===== src/rtl/motor_ramp.sv =====
// Slew-limited ESC speed ramp with arm/disarm sequencing.
// SPEED steps toward a clamped target once per tick while ARMED.
module motor_ramp #(
  parameter int unsigned STEP      = 16,
  parameter int unsigned ARM_TICKS = 8,
  parameter int unsigned MAX_SPD   = 1800
) (
  input  logic        clk,
  input  logic        rst,
  input  logic        tick,
  input  logic        arm,
  input  logic [10:0] cmd_spd,
  input  logic        cmd_vld,
  output logic        cmd_rdy,
  input  logic [9:0]  off_cfg,
  output logic [10:0] SPEED,
  output logic [9:0]  OFF,
  output logic        armed,
  output logic        at_target
);

  typedef enum logic [1:0] {DISARMED, ARMING, ARMED, STOPPING} state_t;

  localparam logic [11:0] STEP_W   = 12'(STEP);
  localparam logic [10:0] MAX_W    = 11'(MAX_SPD);
  localparam logic [7:0]  CNT_LAST = 8'(ARM_TICKS - 1);

  state_t      state_q;
  logic [10:0] speed_q, tgt_q;
  logic [7:0]  cnt_q;
  logic [9:0]  off_q;
  logic        armed_q;

  logic        up;
  logic [11:0] diff, step_amt, speed_d12;
  logic [10:0] speed_d, cmd_clamped;
  logic        accept;

  always_comb begin
    up          = tgt_q > speed_q;
    diff        = up ? ({1'b0, tgt_q} - {1'b0, speed_q}) : ({1'b0, speed_q} - {1'b0, tgt_q});
    step_amt    = (diff < STEP_W) ? diff : STEP_W;
    speed_d12   = up ? ({1'b0, speed_q} + step_amt) : ({1'b0, speed_q} - step_amt);
    // step never exceeds the distance, so bit 11 only guards against a bad target
    speed_d     = speed_d12[11] ? 11'h7FF : speed_d12[10:0];
    cmd_clamped = (cmd_spd > MAX_W) ? MAX_W : cmd_spd;
  end

  assign cmd_rdy   = !rst && (state_q != STOPPING);
  assign accept    = cmd_vld && cmd_rdy;
  assign SPEED     = speed_q;
  assign OFF       = off_q;
  assign armed     = armed_q;
  assign at_target = (speed_q == tgt_q);

  always_ff @(posedge clk or posedge rst) begin
    if (rst) begin
      state_q <= DISARMED;
      speed_q <= '0;
      tgt_q   <= '0;
      cnt_q   <= '0;
      off_q   <= '0;
      armed_q <= 1'b0;
    end else begin
      if (accept) tgt_q <= cmd_clamped;
      if (state_q == DISARMED) off_q <= off_cfg;
      case (state_q)
        DISARMED: begin
          if (arm) begin
            state_q <= ARMING;
            cnt_q   <= '0;
          end
        end
        ARMING: begin
          if (!arm) begin
            state_q <= DISARMED;
          end else if (tick) begin
            if (cnt_q == CNT_LAST) begin
              state_q <= ARMED;
              armed_q <= 1'b1;
            end else begin
              cnt_q <= cnt_q + 8'd1;
            end
          end
        end
        ARMED: begin
          if (tick) speed_q <= speed_d;
          if (!arm) begin
            // forced zero target overrides any command accepted this cycle
            state_q <= STOPPING;
            armed_q <= 1'b0;
            tgt_q   <= '0;
          end
        end
        STOPPING: begin
          if (speed_q == 11'd0) state_q <= DISARMED;
          else if (tick) speed_q <= speed_d;
        end
        default: begin
          state_q <= DISARMED;
          armed_q <= 1'b0;
        end
      endcase
    end
  end

endmodule


===== config.mk =====
export PLATFORM = sky130hd
export DESIGN_NAME = motor_ramp
export DESIGN_NICKNAME = d
export VERILOG_FILES = /design/src/rtl/motor_ramp.sv
export SDC_FILE = /design/constraint.sdc
export NUM_CORES = 1
export LEC_CHECK = 0
export BUFFER_PORTS_ARGS = -buffer_cell sky130_fd_sc_hd__buf_2
export CORE_MARGIN = 3
export CORE_UTILIZATION = 56
export CTS_CLUSTER_DIAMETER = 50
export DETAILED_ROUTE_END_ITERATION = 10
export GPL_ROUTABILITY_DRIVEN = 0
export HOLD_SLACK_MARGIN = 0.03
export PLACE_DENSITY_LB_ADDON = 0.12
export SLEW_MARGIN = 20
export SYNTH_ARGS = -nofsm -noshare
export SYNTH_HDL_FRONTEND = slang
export SYNTH_SLANG_ARGS = --single-unit

===== constraint.sdc =====
create_clock -name clk -period 6.2 [get_ports clk]
set_input_delay 0.93 -clock clk [delete_from_list [all_inputs] [get_ports clk]]
set_output_delay 0.93 -clock clk [all_outputs]
set_load 0.01 [all_outputs]

==> results.yml, run 1 <==
min_path:
  worstHoldPathType: "flop to flop"
cts:
  clock_path_buffers: 2
  clkLatencyLatePin_ns: 0.30
  cts-root-buf: "clkbuf_8"
  cts_made_buffers: 5
  htree_levels: 2
  clk_pin_slew_worst_paths_ns: 0.10
  cts_tree: "built"
  cts.sinks: 43
sta:
  rsz0062_at_grt: "false"
  skew_ns: 0.0119
  hold_viol: 0
  min_period_ns: 5.78
  slew_violations: 0
  fin_crit_sh_pct: 93.3
  tightest_slew_ns: 0.824
  setup_viol: 0
  maxSlewHeadroom_pct: 45.1
  fmax_ghz: 0.173
  fin_setup_tns_ns: 0
power:
  comb_power_share_pct: 43.8
  p_leak_uw: 0.00207
  switching_share_pct: 39.2
  irDropWorstVdd_uv: 159
  pwr-share-clk_pct: 23.1
  p_int_uw: 600
  pwr-share-seq_pct: 33.0
  powerDensity_mw_per_mm2: 222
  p_sw_uw: 387
  power_uw: 987
die:
  ioPinCount: 50
  core_mm2: 0.00653
  die-area_mm2: 0.00793
  initial_utilization_pct: 59.2
  num_rows: 29
  dieWidth_um: 89.1
  die_y_um: 89.1
flow_run:
  drv_cap: 0
placed_design:
  dp_hpwl_um: 8000
  io_buffer_count: 49
routing:
  wire_per_inst_um: 17.1
  viasPerCell: 6.11
  ant_nets: 0
  drt_iter0_drc: 250
  drc: 0
  num_vias: 3591
  wirelength_um: 10100
  drtPass1Iterations: 5
global_routing:
  grt_first_pass_wirelength_um: 16300
  grt-ovfl-total: 0
  grt_pass1_vias: 3306
  antenna_found_initial: 0
  grt_use_total_pct: 26.7
  grt_max_degree: 30
critical_path:
  cp_slowest_stage_delay_ns: 0.51
  crit_family: "compound AO/OA/AOI/OAI gates"
  critical_path_class: "flop to flop"
  worst-path-buf-inv: 1
  worstPathMaxFanout: 12
  cp_cell_sequence: "inv_1, ha_1, nand2_1, nor4_4, or2_1, nand3_1, a21o_1, a21oi_4, nand3_2, a221o_1, ha_1, nand2b_1, mux2i_1, ha_1, o21ai_0, nor2b_1, a21oi_1, a221o_1, o41a_1, a21o_1, a41oi_1"
  cp-end-kind: "flop"
  crit_top_cell: "ha_1"
  start_kind: "flop"
  arrival_ns: 6.00
  cp.required_ns: 6.42
  crit_slowest_cell: "o41a_1"
synthesis:
  ys_warn_count: 0
  syn_inst: 449
  syn_area_per_cell_um2: 8.61
  seq_area_frac_synth_pct: 27.8
  yosysUniqueCellTypes: 72
  synthesis.area_mm2: 0.00386
  ys.flop_type: "dfrtp_1"
  syn-num-nets: 513
  ys_seq_elements: 43
  synth-async-reset-ratio_pct: 100
  synth-edff-count: 0
finish:
  area_growth_pct: 15.3
  antenna_cells: 0
  drive_above_1_share_pct: 24.9
  nNetsFinal: 574
status:
  outcome: "complete, no violations"
## cell usage after synthesis (all sizes together) (2+ instances only)
cell type	n	share of area [%]
o41a	2	0.58
a31o	5	1.1
nand2	35	3.5
and4	2	0.45
nand3b	2	0.39
dfrtp	43	28
a2111oi	2	0.65
o21bai	3	0.58
o211ai	4	0.91
a211oi	5	1.1
nor4	5	1.2
nand4	2	0.71
fa	3	1.6
o22ai	4	0.65
a221oi	2	0.45
a21boi	2	0.49
a41o	3	0.78
a22oi	4	0.91
mux2i	3	0.87
xor2	15	3.4
a21oi	48	7.2
buf	7	1.2
or2	3	0.49
mux2	11	3.2
o21ai	18	2.3
clkbuf	9	0.87
inv	34	3.3
and3	6	0.97
and2	5	0.87
a21o	11	2.1
nor2b	8	1.3
nand2b	10	1.6
nor2	37	3.9
nand3	23	3.2
a221o	2	0.52
xnor2	6	1.6
a41oi	6	1.4
ha	35	11
a31oi	3	0.49
nor3	9	1.2
## per-layer routing
layer / track usage, % / wire length [um] / share of wire (%)
met4: 7.31 / 222 / 2.2
met5: 0 / 0 / 0
met1: 36.8 / 4490 / 45
met3: 4.24 / 607 / 6.0
met2: 43.7 / 4730 / 47
## sequential cells by signal, indices dropped and copies added, names as in the netlist, named ones only
name     cells
OFF         10
SPEED       11
armed        1
cnt_q        8
state_q      1
tgt_q       11
## worst reg2reg max path, stage by stage (launching register included)
cell and delay [ns]:
dfrtp_1 0.46, inv_1 0.07, ha_1 0.49, nand2_1 0.21, nor4_4 0.33, or2_1 0.33
nand3_1 0.14, a21o_1 0.24, a21oi_4 0.20, nand3_2 0.15, a221o_1 0.29, ha_1 0.26
nand2b_1 0.19, mux2i_1 0.18, ha_1 0.29, o21ai_0 0.23, nor2b_1 0.20, a21oi_1 0.08
a221o_1 0.35, o41a_1 0.51, a21o_1 0.27, a41oi_1 0.23
## per-stage QoR
stage               util, %  area [um^2]  setup WS [ns]  hold WS [ns]  std cells
floorplan                 -         3860          0.604         0.506        449
global placement       64.9         4240          0.356         0.485        574
detailed placement     64.9         4240          0.185         0.490        574
CTS                    66.7         4350          0.126         0.512        582
global route           68.2         4460         0.0247         0.539        588
finish                 68.2         4460          0.417         0.505        588
## worst paths after layout
check                                      from                   end  slack [ns]  depth (start not counted)
setup / recovery           SPEED[6]$_DFFE_PP0P_  SPEED[1]$_DFFE_PP0P_        0.42                         21
hold / removal               OFF[8]$_DFFE_PP0N_    OFF[8]$_DFFE_PP0N_        0.51                          1
setup reg to reg           SPEED[6]$_DFFE_PP0P_  SPEED[1]$_DFFE_PP0P_        0.42                         21
hold reg to reg              OFF[8]$_DFFE_PP0N_    OFF[8]$_DFFE_PP0N_        0.51                          1
max in group asynchronous                   rst  SPEED[1]$_DFFE_PP0P_        4.73                          3
min in group asynchronous                   rst    tgt_q[9]$_DFF_PP0_        0.68                          2
## cell usage in the layout (no fill, tap or decap), types with 10 or more instances in the layout
cell type / count
dfrtp_1: 42
inv_1: 34
buf_4: 21
a21o_1: 11
nand2b_1: 10
o21ai_0: 16
nand3_1: 20
nor2_1: 34
buf_2: 49
xor2_1: 14
a21oi_1: 41
ha_1: 35
mux2_2: 11
nand2_1: 34
## power groups by stage
stage | registers (uW) | logic [uW] | clock network [uW]
2_1_floorplan | 329 | 303 | 0
4_1_cts | 325 | 409 | 230
3_3_place_gp | 330 | 401 | 0
6_report | 326 | 433 | 228
3_5_place_dp | 331 | 407 | 0
5_1_grt | 329 | 477 | 241
## area by class of cell
| class | instances | area [um^2] |
|---|---|---|
| Clock buffer | 5 | 68.8 |
| Clock inverter | 3 | 46.3 |
| Fill cell | 533 | 2070 |
| Inverter | 34 | 128 |
| Multi-Input combinational cell | 356 | 2640 |
| Sequential cell | 43 | 1080 |
| Tap cell | 77 | 96.3 |
| Timing Repair Buffer | 70 | 403 |
## cells by family after synthesis
| kind of cell | Yosys count | share of synthesized area (%) |
|---|---|---|
| mux | 14 | 4.08 |
| fa+ha+maj | 38 | 12.9 |
| xor+xnor | 21 | 4.95 |
| simple gates | 150 | 20.4 |
| buf+inv | 50 | 5.37 |
| flops | 43 | 27.8 |
| compound gates | 133 | 24.5 |
## repair_timing
action,in CTS,in global routing
endpoints found under the setup margin,0,11
hold buffers,0,0
resized for setup,0,9
buffers inserted,0,6
endpoints found under the hold margin,0,0
(Power assumes the default switching activity.)
==> run 2, diff against run 1 <==
==> constraint.sdc (replaced) <==
create_clock -name clk -period 6.2 [get_ports clk]
set_input_delay 0.93 -clock clk [delete_from_list [all_inputs] [get_ports clk]]
set_output_delay 0.93 -clock clk [all_outputs]
set_load 0.1 [all_outputs]
==> results.yml, run 2 (synthesis results as in run 1) <==
die:
  num_rows: 29
  die-area_mm2: 0.00793
  core_mm2: 0.00653
  die_y_um: 89.1
  ioPinCount: 50
  initial_utilization_pct: 59.2
  dieWidth_um: 89.1
critical_path:
  critical_path_class: "flop to flop"
  r2r_cells: 26
  cp-end-kind: "flop"
  start_kind: "flop"
  reg2reg_slack_ns: 0.31
  timing.rr.start: "SPEED[0]$_DFFE_PP0P_"
  arrival_ns: 6.09
  r2r_end: "SPEED[6]$_DFFE_PP0P_"
  worstPathMaxFanout: 6
  cp.required_ns: 6.39
finish:
  nNetsFinal: 563
  layout_common_cells: "buf_2 (49), a21oi_1 (41), nor2_1 (34), nand2_1 (34), dfrtp_1 (32)"
  final_common_cell: "buf_2"
  fillCellCount: 514
  area_growth_pct: 16.2
  stdcell_area_mm2: 0.00449
  drive_above_1_share_pct: 26.6
  layout.cells.non_filler: 577
  antenna_cells: 0
sta:
  tightest_slew_ns: 0.749
  maxSlewHeadroom_pct: 49.9
  fin_crit_sh_pct: 95.0
  slew_violations: 0
  hold_viol: 0
  fmax_ghz: 0.170
  min_period_ns: 5.89
  setup_viol: 0
  skew_ns: 0.00491
placed_design:
  placedCellCount: 564
  placed_area_mm2: 0.00428
  dp_hpwl_um: 7970
  io_buffer_count: 49
min_path:
  worstHoldPathType: "flop to flop"
  min_from: "OFF[9]$_DFFE_PP0N_"
  whs_path_depth: 1
  hold_path_end: "OFF[9]$_DFFE_PP0N_"
cts:
  clock_path_buffers: 2
  clk_pin_slew_worst_paths_ns: 0.09
  cts_tree: "built"
  cts-root-buf: "clkbuf_8"
  htree_levels: 2
  cts_made_buffers: 5
  cts.sinks: 43
  clkLatencyLatePin_ns: 0.30
power:
  p_leak_uw: 0.00203
  powerDensity_mw_per_mm2: 246
  irDropWorstVdd_uv: 185
global_routing:
  grt_pass1_vias: 3257
  grt-ovfl-total: 0
  grt_max_degree: 30
  grt_first_pass_wirelength_um: 16400
  grt_use_total_pct: 26.6
  antenna_found_initial: 0
flow_run:
  drv_cap: 0
routing:
  drt_iter0_drc: 456
  num_vias: 3635
  drtPass1Iterations: 5
  ant_nets: 0
  viasPerCell: 6.30
  wirelength_um: 10100
  drc: 0
  wire_per_inst_um: 17.5
status:
  outcome: "complete, no violations"
run 2: cell types whose count changed in the layout (fill, tap and decap cells not counted), moves of 2 or more:
cell	delta
inv_2	+3
buf_4	-12
ha_4	+4
dfrtp_1	-10
ha_1	-4
dfrtp_4	+8
dfrtp_2	+2
inv_1	-4
run 2: power breakdown:
| group | leakage (uW) | total, uW | internal, uW | switching [uW] |
|---|---|---|---|---|
| clock network | 0.0000703 | 266 | 164 | 103 |
| logic | 0.00143 | 507 | 179 | 328 |
| registers | 0.000528 | 332 | 305 | 27.2 |
| total | 0.00203 | 1110 | 648 | 458 |
run 2: cell type report:
type	count	area [um^2]	share of cell area, %
Multi-Input combinational cell	356	2690	59.9
Clock inverter	3	71.3	1.59
Tap cell	77	96.3	2.15
Clock buffer	5	68.8	1.53
Inverter	34	130	2.90
Sequential cell	43	1110	24.7
Timing Repair Buffer	59	324	7.22
run 2: timing repair:
item	CTS	global route
endpoints found under the hold margin	0	0
hold buffers	0	0
resized for setup	0	5
endpoints found under the setup margin	0	11
setup buffers	0	5
run 2: worst max-delay path, stage by stage, from the launching register on:
cell	delay, ns
dfrtp_4	0.52
inv_2	0.10
ha_4	0.13
inv_1	0.04
fa_1	0.44
a21oi_2	0.21
o211ai_1	0.15
a2111oi_2	0.33
nor3_1	0.14
mux2i_1	0.25
xor2_2	0.22
nand3_2	0.16
a21oi_4	0.23
nand2b_1	0.09
ha_1	0.26
and2_1	0.15
a31oi_1	0.15
ha_1	0.24
nor2b_1	0.13
o21a_1	0.18
o21ai_2	0.17
a21oi_2	0.08
a221o_1	0.39
o41a_1	0.49
nand2_1	0.15
mux2i_4	0.11
a21oi_1	0.25
run 2: per-layer routing:
metal,global-route usage (%),vias to the layer above,wire [um]
li1,-,1729,-
met1,38.2,1714,4510
met2,41.6,172,4650
met3,4.70,20,722
met4,7.31,0,216
met5,0,-,0
run 2: how the worst max path moves through the flow:
| stage | endpoint | depth (start not counted) | slack, ns | from |
|---|---|---|---|---|
| floorplan | SPEED[0]$_DFFE_PP0P_ | 23 | -0.16 | SPEED[1]$_DFFE_PP0P_ |
| global placement | SPEED[6]$_DFFE_PP0P_ | 26 | 0.33 | SPEED[0]$_DFFE_PP0P_ |
| detailed placement | SPEED[6]$_DFFE_PP0P_ | 25 | 0.14 | SPEED[0]$_DFFE_PP0P_ |
| CTS | SPEED[6]$_DFFE_PP0P_ | 25 | 0.10 | SPEED[0]$_DFFE_PP0P_ |
| global route | SPEED[6]$_DFFE_PP0P_ | 26 | -0.05 | SPEED[0]$_DFFE_PP0P_ |
| finish | SPEED[6]$_DFFE_PP0P_ | 26 | 0.31 | SPEED[0]$_DFFE_PP0P_ |
run 2: stage by stage:
| step | utilization, % | hold slack [ns] | setup WS [ns] | total power, uW | setup TNS, ns |
|---|---|---|---|---|---|
| floorplan | - | 0.506 | -0.158 | 714 | -1.35 |
| finish | 68.7 | 0.509 | 0.308 | 1110 | 0 |
| CTS | 67.7 | 0.511 | 0.100 | 1090 | 0 |
| global route | 68.7 | 0.519 | -0.0473 | 1170 | -0.105 |
| global placement | 65.6 | 0.485 | 0.329 | 810 | 0 |
| detailed placement | 65.6 | 0.490 | 0.138 | 821 | 0 |
